`src/rtl/spi_target_pkg.sv`:
```
// rtl/spi_target_pkg.sv - shared SPI defines: state encodings and idle filler byte
package spi_target_pkg;

    localparam logic [7:0] SPI_IDLE_BYTE_DEFAULT = 8'hFF;

    typedef enum logic {
        ST_IDLE   = 1'b0,
        ST_ACTIVE = 1'b1
    } spi_state_e;

endpackage

```
`src/rtl/spi_target_sync_edge.sv`:
```
// rtl/spi_target_sync_edge.sv - multi-stage synchronizer with rise/fall pulse outputs
module sync_edge #(
    parameter int   STAGES    = 2,
    parameter logic RESET_VAL = 1'b0
) (
    input  logic clk,
    input  logic rst_n,
    input  logic d,
    output logic rise,
    output logic fall
);

    logic [STAGES-1:0] sync_q;
    logic [STAGES-1:0] sync_d;
    logic              prev_q;
    logic              prev_d;

    always_comb begin
        sync_d = {sync_q[STAGES-2:0], d};
        prev_d = sync_q[STAGES-1];
    end

    always_ff @(posedge clk or negedge rst_n) begin
        if (!rst_n) begin
            sync_q <= {STAGES{RESET_VAL}};
            prev_q <= RESET_VAL;
        end else begin
            sync_q <= sync_d;
            prev_q <= prev_d;
        end
    end

    assign rise = sync_q[STAGES-1] & ~prev_q;
    assign fall = ~sync_q[STAGES-1] & prev_q;

endmodule

```
`src/rtl/spi_target.sv`:
```
// rtl/spi_target.sv - SPI mode-0 target with RX/TX byte registers and sticky error flags
module spi_target
    import spi_target_pkg::*;
#(
    parameter int         SYNC_STAGES = 2,
    parameter logic [7:0] IDLE_BYTE   = SPI_IDLE_BYTE_DEFAULT
) (
    input  logic       clk,
    input  logic       rst_n,
    input  logic       spi_cs_n,
    input  logic       spi_sclk,
    input  logic       spi_mosi,
    output logic       spi_miso,
    output logic       spi_miso_oe,
    output logic [7:0] rx_data,
    output logic       rx_valid,
    input  logic       rx_ack,
    input  logic [7:0] tx_data,
    input  logic       tx_load,
    output logic       tx_ready,
    output logic       rx_overrun,
    output logic       tx_underrun,
    input  logic       clr_flags
);

    spi_state_e       state_q, state_d;
    logic [2:0]       cnt_q, cnt_d;
    logic [7:0]       shift_q, shift_d;
    logic [6:0]       rx_shift_q, rx_shift_d;
    logic [7:0]       rx_data_q, rx_data_d;
    logic             rx_valid_q, rx_valid_d;
    logic [7:0]       hold_q, hold_d;
    logic             tx_ready_q, tx_ready_d;
    logic             overrun_q, overrun_d;
    logic             underrun_q, underrun_d;
    logic [SYNC_STAGES-1:0] mosi_sync_q, mosi_sync_d;

    logic sclk_rise, sclk_fall, cs_rise, cs_fall;
    logic mosi_s;
    logic reload, consume, rx_done, overrun_set, underrun_set;

    sync_edge #(.STAGES(SYNC_STAGES), .RESET_VAL(1'b0)) u_sync_sclk (
        .clk   (clk),
        .rst_n (rst_n),
        .d     (spi_sclk),
        .rise  (sclk_rise),
        .fall  (sclk_fall)
    );

    sync_edge #(.STAGES(SYNC_STAGES), .RESET_VAL(1'b1)) u_sync_cs (
        .clk   (clk),
        .rst_n (rst_n),
        .d     (spi_cs_n),
        .rise  (cs_rise),
        .fall  (cs_fall)
    );

    // MOSI uses the same depth as SCLK so the sampled bit lines up with the rise pulse
    assign mosi_sync_d = {mosi_sync_q[SYNC_STAGES-2:0], spi_mosi};
    assign mosi_s      = mosi_sync_q[SYNC_STAGES-1];

    always_comb begin
        state_d      = state_q;
        cnt_d        = cnt_q;
        shift_d      = shift_q;
        rx_shift_d   = rx_shift_q;
        rx_data_d    = rx_data_q;
        rx_valid_d   = rx_valid_q;
        hold_d       = hold_q;
        tx_ready_d   = tx_ready_q;
        reload       = 1'b0;
        consume      = 1'b0;
        rx_done      = 1'b0;
        overrun_set  = 1'b0;
        underrun_set = 1'b0;

        case (state_q)
            ST_IDLE: begin
                if (cs_fall) begin
                    state_d = ST_ACTIVE;
                    cnt_d   = 3'd0;
                    reload  = 1'b1;
                end
            end
            ST_ACTIVE: begin
                if (cs_rise) begin
                    state_d = ST_IDLE;
                    cnt_d   = 3'd0;
                end else if (sclk_rise) begin
                    rx_shift_d = {rx_shift_q[5:0], mosi_s};
                    cnt_d      = cnt_q + 3'd1;
                    rx_done    = (cnt_q == 3'd7);
                end else if (sclk_fall) begin
                    if (cnt_q == 3'd0) begin
                        reload = 1'b1;
                    end else begin
                        shift_d = {shift_q[6:0], 1'b1};
                    end
                end
            end
            default: state_d = ST_IDLE;
        endcase

        if (reload) begin
            if (!tx_ready_q) begin
                shift_d = hold_q;
                consume = 1'b1;
            end else begin
                shift_d      = IDLE_BYTE;
                underrun_set = 1'b1;
            end
        end

        if (consume) begin
            tx_ready_d = 1'b1;
        end
        // A load landing on the consume cycle refills the just-emptied holding register
        if (tx_load && (tx_ready_q || consume)) begin
            hold_d     = tx_data;
            tx_ready_d = 1'b0;
        end

        if (rx_done) begin
            rx_data_d   = {rx_shift_q, mosi_s};
            rx_valid_d  = 1'b1;
            overrun_set = rx_valid_q && !rx_ack;
        end else if (rx_ack) begin
            rx_valid_d = 1'b0;
        end

        overrun_d  = overrun_set  | (overrun_q  & ~clr_flags);
        underrun_d = underrun_set | (underrun_q & ~clr_flags);
    end

    always_ff @(posedge clk or negedge rst_n) begin
        if (!rst_n) begin
            state_q     <= ST_IDLE;
            cnt_q       <= 3'd0;
            shift_q     <= IDLE_BYTE;
            rx_shift_q  <= 7'd0;
            rx_data_q   <= 8'h00;
            rx_valid_q  <= 1'b0;
            hold_q      <= 8'h00;
            tx_ready_q  <= 1'b1;
            overrun_q   <= 1'b0;
            underrun_q  <= 1'b0;
            mosi_sync_q <= {SYNC_STAGES{1'b1}};
        end else begin
            state_q     <= state_d;
            cnt_q       <= cnt_d;
            shift_q     <= shift_d;
            rx_shift_q  <= rx_shift_d;
            rx_data_q   <= rx_data_d;
            rx_valid_q  <= rx_valid_d;
            hold_q      <= hold_d;
            tx_ready_q  <= tx_ready_d;
            overrun_q   <= overrun_d;
            underrun_q  <= underrun_d;
            mosi_sync_q <= mosi_sync_d;
        end
    end

    assign spi_miso    = shift_q[7];
    assign spi_miso_oe = (state_q == ST_ACTIVE);
    assign rx_data     = rx_data_q;
    assign rx_valid    = rx_valid_q;
    assign tx_ready    = tx_ready_q;
    assign rx_overrun  = overrun_q;
    assign tx_underrun = underrun_q;

endmodule
```
`config.mk`:
```
export PLATFORM = sky130hd
export DESIGN_NAME = spi_target
export DESIGN_NICKNAME = d
export VERILOG_FILES = /design/src/rtl/spi_target_pkg.sv /design/src/rtl/spi_target_sync_edge.sv /design/src/rtl/spi_target.sv
export SDC_FILE = /design/constraint.sdc
export NUM_CORES = 1
export LEC_CHECK = 0
export CAP_MARGIN = 20
export CORE_ASPECT_RATIO = 0.7
export CORE_UTILIZATION = 40
export DETAILED_ROUTE_END_ITERATION = 6
export GPL_ROUTABILITY_DRIVEN = 0
export HOLD_SLACK_MARGIN = 0.05
export PLACE_DENSITY = 0.7
export SETUP_SLACK_MARGIN = 0.1
export SYNTH_ARGS = -nofsm -noshare
export SYNTH_HDL_FRONTEND = slang
export SYNTH_SLANG_ARGS = --single-unit
```
`constraint.sdc`:
```
create_clock -name clk -period 3 [get_ports clk]
set_input_delay 0.45 -clock clk [delete_from_list [all_inputs] [get_ports clk]]
set_output_delay 0.45 -clock clk [all_outputs]
set_load 0.01 [all_outputs]
```
==> flow_summary.json, run 1 <==
{
  "status": "completed",
  "die_area_sq_mm": 0.005058,
  "clockBufferDepth": 2,
  "die_h_um": 59.81,
  "cp-end-kind": "output pin",
  "final_net_count": 195,
  "syn_area_sq_mm": 0.001909,
  "core_area_sq_mm": 0.004454,
  "io_pins": 30,
  "fmax_mhz": 505.2,
  "fin_skew_ns": 0.002971,
  "period_needed_ns": 1.980,
  "syn_nets": 162,
  "arrival_ns": 1.53,
  "post_cts_resized": 0,
  "critPathSlowestCell": "dfstp_2",
  "syn2layout_area_growth_pct": 24.18,
  "hold_viol": 0,
  "synthDistinctLibCells": 29,
  "final.fill_count": 377,
  "slowest_delay_ns": 0.66,
  "start_util_pct": 42.87,
  "powerDensity_mw_per_mm2": 700.3,
  "port_buffers": 29,
  "synthTopCellsByArea": "dfrtp_1, dfstp_2, mux2_2",
  "worstPathRequired_ns": 2.55,
  "grt_use_total_pct": 14.33,
  "die_x_um": 84.58,
  "wl_per_cell_um": 13.74,
  "rsz0062_at_grt": "no",
  "vdd.ir_drop.worst_uv": 260.5,
  "routed_wl_um": 3175,
  "synth_top_area_share_pct": 43.25,
  "num_vias": 1160,
  "rr_worst_depth": 4,
  "grt_max_degree": 48,
  "min_period_over_period_pct": 65.98,
  "syn_area_per_cell_sq_um": 13.35,
  "crit_type": "register to output pin",
  "clk_pin_slew_worst_paths_ns": 0.08,
  "synth.ff_latch_count": 47,
  "cts_max_level": 2,
  "yosys.area_share.simple_pct": 10.48,
  "cp_max_fo": 12,
  "yosysSeqAreaShare_pct": 62.52,
  "leakagePower_nw": 1.032,
  "antenna_found_initial": 0,
  "hold_slack_ns": 0.3523,
  "synthMuxAreaShare_pct": 14.15,
  "drv_cap": 0,
  "synthAdderAreaFrac_pct": 1.966,
  "cts.sinks": 47,
  "hold_class": "register to register",
  "num_rows": 20,
  "cp_num_buf_inv": 1,
  "grt_pass1_vias": 1141,
  "worst_slew_pin_slew_ns": 0.5084,
  "gr-total-overflow": 0,
  "yosys.area.top_type": "dfrtp_1",
  "grt_first_pass_wirelength_um": 5361,
  "clkLatencyLatePin_ns": 0.30,
  "maxSlewHeadroom_pct": 66.11,
  "cp_cell_sequence": "clkdlybuf4s50_1",
  "drive_above_1_share_pct": 29.55,
  "cts_tree": "yes",
  "hold_depth": 0,
  "cts-root-buf": "clkbuf_8",
  "numCtsBuffers": 5,
  "diodes": 0,
  "viasPerCell": 5.022,
  "final_antenna_net_count": 0,
  "cts_setup_buffers": 0,
  "tns_ns": 0,
  "synthXorXnorAreaFrac_pct": 0,
  "slew_violations": 0,
  "drc": 0,
  "synth_compound_area_share_pct": 7.995,
  "yosys_warnings": 0,
  "first_pass_iters": 6,
  "synth_top_family_by_area": "multiplexers",
  "setup-violations-final": 0,
  "cp.depth": 1,
  "drt_iter0_markers": 57,
  "start_kind": "register",
  "synth_cells": 143,
  "dp_hpwl_um": 2219,
  "cp_top_family": "flip-flops"
}
-- cell families after synthesis --
kind of cell	count (synthesis)
AND/OR/NAND/NOR	38
adder cells (fa/ha/maj)	3
multiplexers	24
flip-flops	47
buffers and inverters	12
AO/OA/AOI/OAI	19
-- flip-flops by register name, summed over array words and instances, names as in the netlist --
register,cells
shift_q,8
u_sync_sclk.sync_q,2
cnt_q,3
rx_overrun,1
rx_data,8
rx_shift_q,7
hold_q,8
u_sync_cs.sync_q,2
tx_ready,1
spi_miso_oe,1
tx_underrun,1
mosi_sync_q,2
rx_valid,1
u_sync_cs.prev_q,1
u_sync_sclk.prev_q,1
-- cell type report --
type	instances	area, sq um	share of cell area, %
Inverter	7	26.28	1.108
Clock inverter	2	37.54	1.583
Sequential cell	47	1194	50.34
Clock buffer	5	68.82	2.902
Tap cell	55	68.82	2.902
Multi-Input combinational cell	84	660.6	27.86
Timing Repair Buffer	31	315.3	13.30
-- path summary, 6_finish.rpt --
kind	startpoint	endpoint	slack, ns
worst min register to register	u_sync_sclk.sync_q[0]	u_sync_sclk.sync_q[1]	0.35
min in group asynchronous	rst_n	rx_shift_q[1]	0.54
worst min-delay path	u_sync_sclk.sync_q[0]	u_sync_sclk.sync_q[1]	0.35
worst max-delay path	tx_ready	tx_ready	1.02
worst max register to register	u_sync_cs.prev_q	rx_data[7]	1.03
max in group asynchronous	rst_n	shift_q[3]	1.92
-- stage by stage --
stage          std cells  worst slack [ns]  instance area, sq um  utilization (%)  total power [mW]
2_1_floorplan        143             1.344                  1909                -             1.114
3_3_place_gp         222             1.081                  2235            50.17             1.201
3_5_place_dp         222             1.027                  2235            50.17             1.227
4_1_cts              229             1.003                  2341            52.56             1.676
5_1_grt              231            0.9318                  2371            53.23             1.764
6_report             231             1.021                  2371            53.23             1.660
-- report_power, final --
group / leakage [nW] / internal (mW) / switching [mW] / total, mW
registers: 0.569 / 0.817 / 0.0929 / 0.910
clock network: 0.0502 / 0.243 / 0.204 / 0.448
logic: 0.412 / 0.168 / 0.134 / 0.303
-- what timing repair did --
| item | 4_1_cts | 5_1_grt |
|---|---|---|
| hold endpoints to repair | 0 | 9 |
| endpoints found under the setup margin | 0 | 0 |
| hold buffers | 0 | 1 |
-- synth_stat cells --
| cell type | instances |
|---|---|
| and2b_1 | 1 |
| a21oi_4 | 1 |
| nor3_1 | 8 |
| o31ai_1 | 7 |
| dfstp_2 | 14 |
| o22ai_1 | 1 |
| ha_1 | 3 |
| dfrtp_1 | 33 |
| nor2_1 | 8 |
| nor2b_1 | 1 |
| buf_6 | 1 |
| a22o_1 | 2 |
| buf_1 | 1 |
| nand2b_1 | 3 |
| a21oi_1 | 2 |
| nand2b_2 | 1 |
| nor3b_4 | 1 |
| mux2_2 | 24 |
| o21ai_0 | 4 |
| nand2_1 | 11 |
| o32ai_1 | 1 |
| nand2_2 | 1 |
| and2_1 | 1 |
| clkbuf_1 | 1 |
| buf_2 | 2 |
| and4b_1 | 1 |
| a31oi_4 | 1 |
| nand4_1 | 1 |
| inv_1 | 7 |
-- cells in the final DEF, fill, tap and decap left out, types with 3 or more instances in the layout --
cell             Yosys  final
dfstp_2             14     14
mux2_2              24     24
ha_1                 3      3
nor3_1               8      8
clkbuf_8             0      5
inv_1                7      7
nand2b_1             3      3
dfrtp_1             33     33
o31ai_1              7      7
clkdlybuf4s50_1      0     28
nor2_1               8      8
o21ai_0              4      4
nand2_1             11     11
-- layer usage --
| layer | part of all wire [%] | global-route usage [%] | wire, um |
|---|---|---|---|
| met3 | 4.9 | 4.696 | 155 |
| met1 | 48 | 18.48 | 1510 |
| met4 | 1.6 | 7.264 | 50 |
| met5 | 0 | 0 | 0 |
| met2 | 46 | 22.07 | 1459 |
No activity file was read; power rests on OpenSTA's default activity.
==> run 2, diff against run 1 <==
==> constraint.sdc (replaced) <==
create_clock -name clk -period 1.87 [get_ports clk]
set_input_delay 0.2805 -clock clk [delete_from_list [all_inputs] [get_ports clk]]
set_output_delay 0.2805 -clock clk [all_outputs]
set_load 0.01 [all_outputs]
==> run 2 against run 1 <==
  * Critical path depth up 3
  * Clock-buffer cell count up 1
  * Critical endpoint is now rx_shift_q[4]
  * Sequential power up 60%
  * Sequential cell count is the same
  * Global-route usage rose by 1.1 points
  * Via count rose by 2.1%
  * Final area up 0.53%
==> flow_summary.json, run 2 (synthesized netlist as in run 1, its figures left out) <==
{
  "status": "completed",
  "drc": 0,
  "design_area_sq_mm": 0.002384,
  "grt_first_pass_wirelength_um": 5899,
  "cts.sinks": 47,
  "wl_met1_um": 1570,
  "routed_wl_um": 3384,
  "cp_cell_sequence": "nand2b_2, and4b_1, buf_4, mux2_2",
  "cp_num_buf_inv": 1,
  "syn2layout_area_growth_pct": 24.84,
  "antenna_found_initial": 0,
  "start_util_pct": 42.87,
  "numCtsBuffers": 5,
  "vdd.ir_drop.worst_uv": 443.2,
  "hold_slack_ns": 0.05517,
  "layout_common_cells": "dfrtp_1, clkdlybuf4s50_1, mux2_2",
  "dp_hpwl_um": 2453,
  "cp-end-kind": "register",
  "slew_violations": 0,
  "fmax_mhz": 589.7,
  "io_pins": 30,
  "leakagePower_nw": 1.056,
  "cts_max_level": 2,
  "core_area_sq_mm": 0.004454,
  "drive_above_1_share_pct": 32.97,
  "gr-total-overflow": 0,
  "worstPathRequired_ns": 2.06,
  "viasPerCell": 4.996,
  "cp_max_fo": 8,
  "clkLatencyLatePin_ns": 0.30,
  "wl_met3_um": 118,
  "place_area_sq_mm": 0.002265,
  "cts-root-buf": "clkbuf_8",
  "p_total_mw": 2.582,
  "first_pass_iters": 6,
  "fin_ws_ns": 0.1743,
  "hold_class": "primary input to async pin",
  "drv_cap": 0,
  "die_area_sq_mm": 0.005058,
  "dp_slack_ns": 0.1433,
  "wl_per_cell_um": 14.28,
  "cp_top_family": "flip-flops",
  "min_period_over_period_pct": 90.68,
  "multi_input_area_sq_um": 668.1,
  "clockBufferDepth": 2,
  "grt_use_total_pct": 15.46,
  "final_net_count": 200,
  "cts_tree": "yes",
  "dr_wl_met2_um": 1669,
  "die_x_um": 84.58,
  "final_antenna_net_count": 0,
  "drt_iter0_markers": 43,
  "rsz0062_at_grt": "no",
  "highest_layer": "met4",
  "setup-violations-final": 0,
  "maxSlewHeadroom_pct": 61.60,
  "die_h_um": 59.81,
  "grt_pass1_vias": 1320,
  "clk_pin_slew_worst_paths_ns": 0.09,
  "grt_max_degree": 48,
  "arrival_ns": 1.88,
  "crit_type": "register to register",
  "fin_skew_ns": 0.007518,
  "num_rows": 20,
  "tns_ns": 0,
  "worst_slew_pin_slew_ns": 0.5759,
  "seq_area_sq_mm": 0.001195,
  "critPathSlowestCell": "dfstp_2",
  "period_needed_ns": 1.696,
  "cts_hold_buf": 0,
  "start_kind": "register",
  "powerDensity_mw_per_mm2": 1083,
  "final_common_cell": "dfrtp_1",
  "num_vias": 1184,
  "final.fill_count": 383,
  "port_buffers": 29,
  "slowest_delay_ns": 0.55,
  "hold_viol": 0,
  "diodes": 0
}
==> run 2: repair_timing <==
action,4_1_cts,5_1_grt
hold endpoints to repair,0,0
buffers inserted,0,3
cloned,0,0
gates resized for setup,2,3
setup endpoints to repair,2,8
==> run 2: final timing paths <==
kind	start	cells after the start	slack [ns]	endpoint
min in group clk	u_sync_sclk.sync_q[0]	0	0.35	u_sync_sclk.sync_q[1]
hold reg to reg	u_sync_sclk.sync_q[0]	0	0.35	u_sync_sclk.sync_q[1]
hold / removal	rst_n	2	0.06	rx_data[0]
setup / recovery	u_sync_cs.prev_q	4	0.17	rx_shift_q[4]
max in group asynchronous	rst_n	2	1.38	spi_miso_oe
setup reg to reg	u_sync_cs.prev_q	4	0.17	rx_shift_q[4]
==> run 2: through the flow <==
stage,cells,utilization (%)
after floorplan,143,-
after global placement,226,50.84
after detailed placement,226,50.84
after CTS,234,52.84
after global routing,237,53.51
final,237,53.51
==> run 2: cell type report <==
class                      instances  share of cell area (%)
sequential                        47                   50.13
multi-input combinational         84                   28.03
inverter                           7                   1.102
tap                               55                   2.887
timing repair buffer              36                   14.12
clock buffer                       6                   3.045
clock inverter                     2                  0.6824
==> run 2: report_power, final <==
| group | total, mW | switching, mW | internal (mW) |
|---|---|---|---|
| sequential | 1.46 | 0.152 | 1.31 |
| clock | 0.600 | 0.332 | 0.268 |
| combinational | 0.519 | 0.228 | 0.291 |
==> run 2: routing by layer <==
layer  GRT usage (%)  vias up
li1                -      571
met2           27.87       24
met4           5.085        0
met3           4.696        5
met5               0        -
met1           18.08      584
==> run 2: worst register-to-register path: cells and delay by family, from the launching register on <==
| family | cells | cell delay (ns) |
|---|---|---|
| mux | 1 | 0.35 |
| buf+inv | 1 | 0.21 |
| simple gates | 2 | 0.49 |
| flops | 1 | 0.55 |
==> run 3, diff against run 2 <==
--- a/config.mk
+++ b/config.mk
@@ -5,6 +5,7 @@
 export SDC_FILE = /design/constraint.sdc
 export NUM_CORES = 1
 export LEC_CHECK = 0
+export ABC_AREA = 1
 export CAP_MARGIN = 20
 export CORE_ASPECT_RATIO = 0.7
 export CORE_UTILIZATION = 40
==> run 3 against run 2 <==
  * Critical path depth down 3
  * First-iteration DRC count rose by 100%
  * Clock power rose by 4.5%
  * Combinational power fell by 18%
  * Via count increased by 19%
  * Worst hold slack improved by 0.30 ns
  * Worst setup slack gained 0.039 ns
  * Sequential cell count unchanged
  * Final area increased by 2.3%
  * Area after synthesis up 4.1%
  * Critical endpoint is now tx_ready
  * Largest power group unchanged
  * Highest routed layer unchanged
==> flow_summary.json, run 3 <==
{
  "cp_num_buf_inv": 1,
  "cp_cell_sequence": "clkdlybuf4s50_1",
  "synthTopCellsByArea": "dfrtp_1, dfstp_2, nand2_1",
  "routed_wl_um": 3491,
  "die_h_um": 60.97,
  "synth_edf_count": 0,
  "drc": 0,
  "gr-total-overflow": 0,
  "viasPerCell": 4.431,
  "grt_use_total_pct": 15.22,
  "synthDistinctLibCells": 21,
  "combPwrFrac_pct": 17.9,
  "start_kind": "register",
  "crit_type": "register to output pin",
  "cts_max_level": 2,
  "place_area_sq_mm": 0.002336,
  "wl_per_cell_um": 10.98,
  "arrival_ns": 1.38,
  "setup-violations-final": 0,
  "io_pins": 30,
  "num_rows": 21,
  "slew_violations": 0,
  "rsz0062_at_grt": "no",
  "hp-start": "u_sync_sclk.sync_q[0]",
  "synth_top_area_share_pct": 41.56,
  "cts_tree": "yes",
  "grt_first_pass_wirelength_um": 6051,
  "p_total_mw": 2.388,
  "slowest_delay_ns": 0.55,
  "r2r-start": "cnt_q[0]",
  "hold_viol": 0,
  "layout_common_cells": "nand2_1, dfrtp_1, inv_1",
  "ys_top_cells_by_count": "nand2_1, dfrtp_1, inv_1",
  "powerDensity_mw_per_mm2": 979.6,
  "leakagePower_nw": 1.176,
  "antenna_found_initial": 0,
  "pwr-share-clk_pct": 26.2,
  "final.fill_count": 463,
  "start_util_pct": 41.55,
  "cp_max_fo": 2,
  "final_common_cell": "nand2_1",
  "final_net_count": 267,
  "cp-end-kind": "output pin",
  "seq_area_sq_mm": 0.001194,
  "cts_setup_buffers": 0,
  "hold_class": "register to register",
  "diodes": 0,
  "worstPathRequired_ns": 1.59,
  "period_needed_ns": 1.657,
  "clockBufferDepth": 2,
  "fin_skew_ns": 0.007766,
  "r2r-end": "hold_q[5]",
  "synth.ff_latch_count": 47,
  "yosys.area.top_type": "dfrtp_1",
  "post_cts_resized": 0,
  "status": "completed",
  "yosys.cell_count.top_type": "nand2_1",
  "first_pass_iters": 4,
  "port_buffers": 29,
  "cts.sinks": 47,
  "r2r_slack_ns": 0.35,
  "design_area_sq_mm": 0.002437,
  "holdPathEnd": "u_sync_sclk.sync_q[1]",
  "min_period_over_period_pct": 88.61,
  "drt_iter0_markers": 86,
  "switchingPower_uw": 710.6,
  "worst_slew_pin_slew_ns": 0.5637,
  "yosys_warnings": 0,
  "cts-root-buf": "clkbuf_8",
  "grt_pass1_vias": 1302,
  "die_x_um": 86.24,
  "hold_depth": 0,
  "cp_top_family": "flip-flops",
  "grt_max_degree": 25,
  "drive_above_1_share_pct": 13.25,
  "clk_pin_slew_worst_paths_ns": 0.09,
  "syn_area_sq_mm": 0.001987,
  "numCtsBuffers": 5,
  "syn_nets": 235,
  "yosysSeqAreaShare_pct": 60.08,
  "vdd.ir_drop.worst_uv": 472.6,
  "synth_ff_type": "dfrtp_1",
  "drv_cap": 0,
  "final_antenna_net_count": 0,
  "core_area_sq_mm": 0.004782,
  "dp_hpwl_um": 2487,
  "seq_power_share_pct": 55.8,
  "maxSlewHeadroom_pct": 62.42,
  "multi_input_area_sq_um": 634.4,
  "syn_area_per_cell_sq_um": 9.199,
  "synth-async-reset-ratio_pct": 100.0,
  "critPathSlowestCell": "dfstp_2",
  "rr_worst_depth": 11,
  "sw_frac_of_total_pct": 29.76,
  "fmax_mhz": 603.5,
  "internal-power_mw": 1.677,
  "die_area_sq_mm": 0.005258,
  "tns_ns": 0,
  "num_vias": 1409,
  "syn2layout_area_growth_pct": 22.67,
  "clkLatencyLatePin_ns": 0.29,
  "synth_cells": 216
}
## run 3: cell count changes after synthesis, moves of 2 or more
| cell | delta |
|---|---|
| nand2_4 | +3 |
| mux2_2 | -24 |
| nand2_1 | +51 |
| inv_1 | +24 |
| nor3_1 | -8 |
| nand2b_1 | -3 |
| a22o_1 | -2 |
| nand2_2 | +2 |
| nand4_1 | +6 |
| o21ai_0 | +15 |
| nor2_1 | +9 |
| o31ai_1 | -7 |
| nand3_1 | +10 |
| o21ai_1 | +2 |
## run 3: cell families after synthesis
kind of cell | synth area share, %
DFF | 60.08
adders and majority gates | 1.889
buffers and inverters | 7.997
and+or+nand+nor | 23.43
AOI/OAI and AO/OA | 6.612
## run 3: worst max path at each step
stage,depth (start not counted),from,endpoint
6_report,1,tx_ready,tx_ready
5_1_grt,4,cnt_q[0],rx_data[0]
4_1_cts,1,tx_ready,tx_ready
3_5_place_dp,11,cnt_q[0],hold_q[4]
3_3_place_gp,11,cnt_q[0],hold_q[0]
2_1_floorplan,10,u_sync_cs.prev_q,hold_q[1]
## run 3: routing by layer
metal / GRT usage (%) / vias to the layer above / routed length [um]
li1: - / 739 / -
met1: 23.16 / 640 / 1971
met2: 21.66 / 28 / 1339
met3: 4.082 / 2 / 152
met4: 3.571 / 0 / 27
met5: 0 / - / 0
## run 3: final cells by class
class | instances | area share [%]
Multi-Input combinational cell | 132 | 26.03
Timing Repair Buffer | 31 | 12.94
Clock inverter | 3 | 0.9240
Tap cell | 69 | 3.542
Inverter | 31 | 4.774
Clock buffer | 5 | 2.823
Sequential cell | 47 | 48.97
## run 3: what timing repair did
action | CTS | global route
hold buffers | 1 | 0
setup endpoints to repair | 0 | 0
endpoints found under the hold margin | 16 | 0
## run 3: through the flow
step	std cells	setup slack, ns	hold slack, ns	utilization [%]
after global placement	309	0.4069	0.2983	48.85
after CTS	318	0.2024	0.3571	50.97
after global routing	318	0.1648	0.3654	50.97
after detailed placement	309	0.3626	0.3035	48.85
after floorplan	216	0.5134	-0.01509	-
final	318	0.2129	0.3551	50.97
## run 3: power groups by stage
| stage | registers [mW] | logic [mW] | clock network (mW) |
|---|---|---|---|
| after global placement | 1.35 | 0.421 | 0 |
| after detailed placement | 1.35 | 0.429 | 0 |
| final | 1.33 | 0.428 | 0.627 |
| after CTS | 1.33 | 0.434 | 0.647 |
| after global routing | 1.36 | 0.506 | 0.689 |
| after floorplan | 1.33 | 0.295 | 0 |
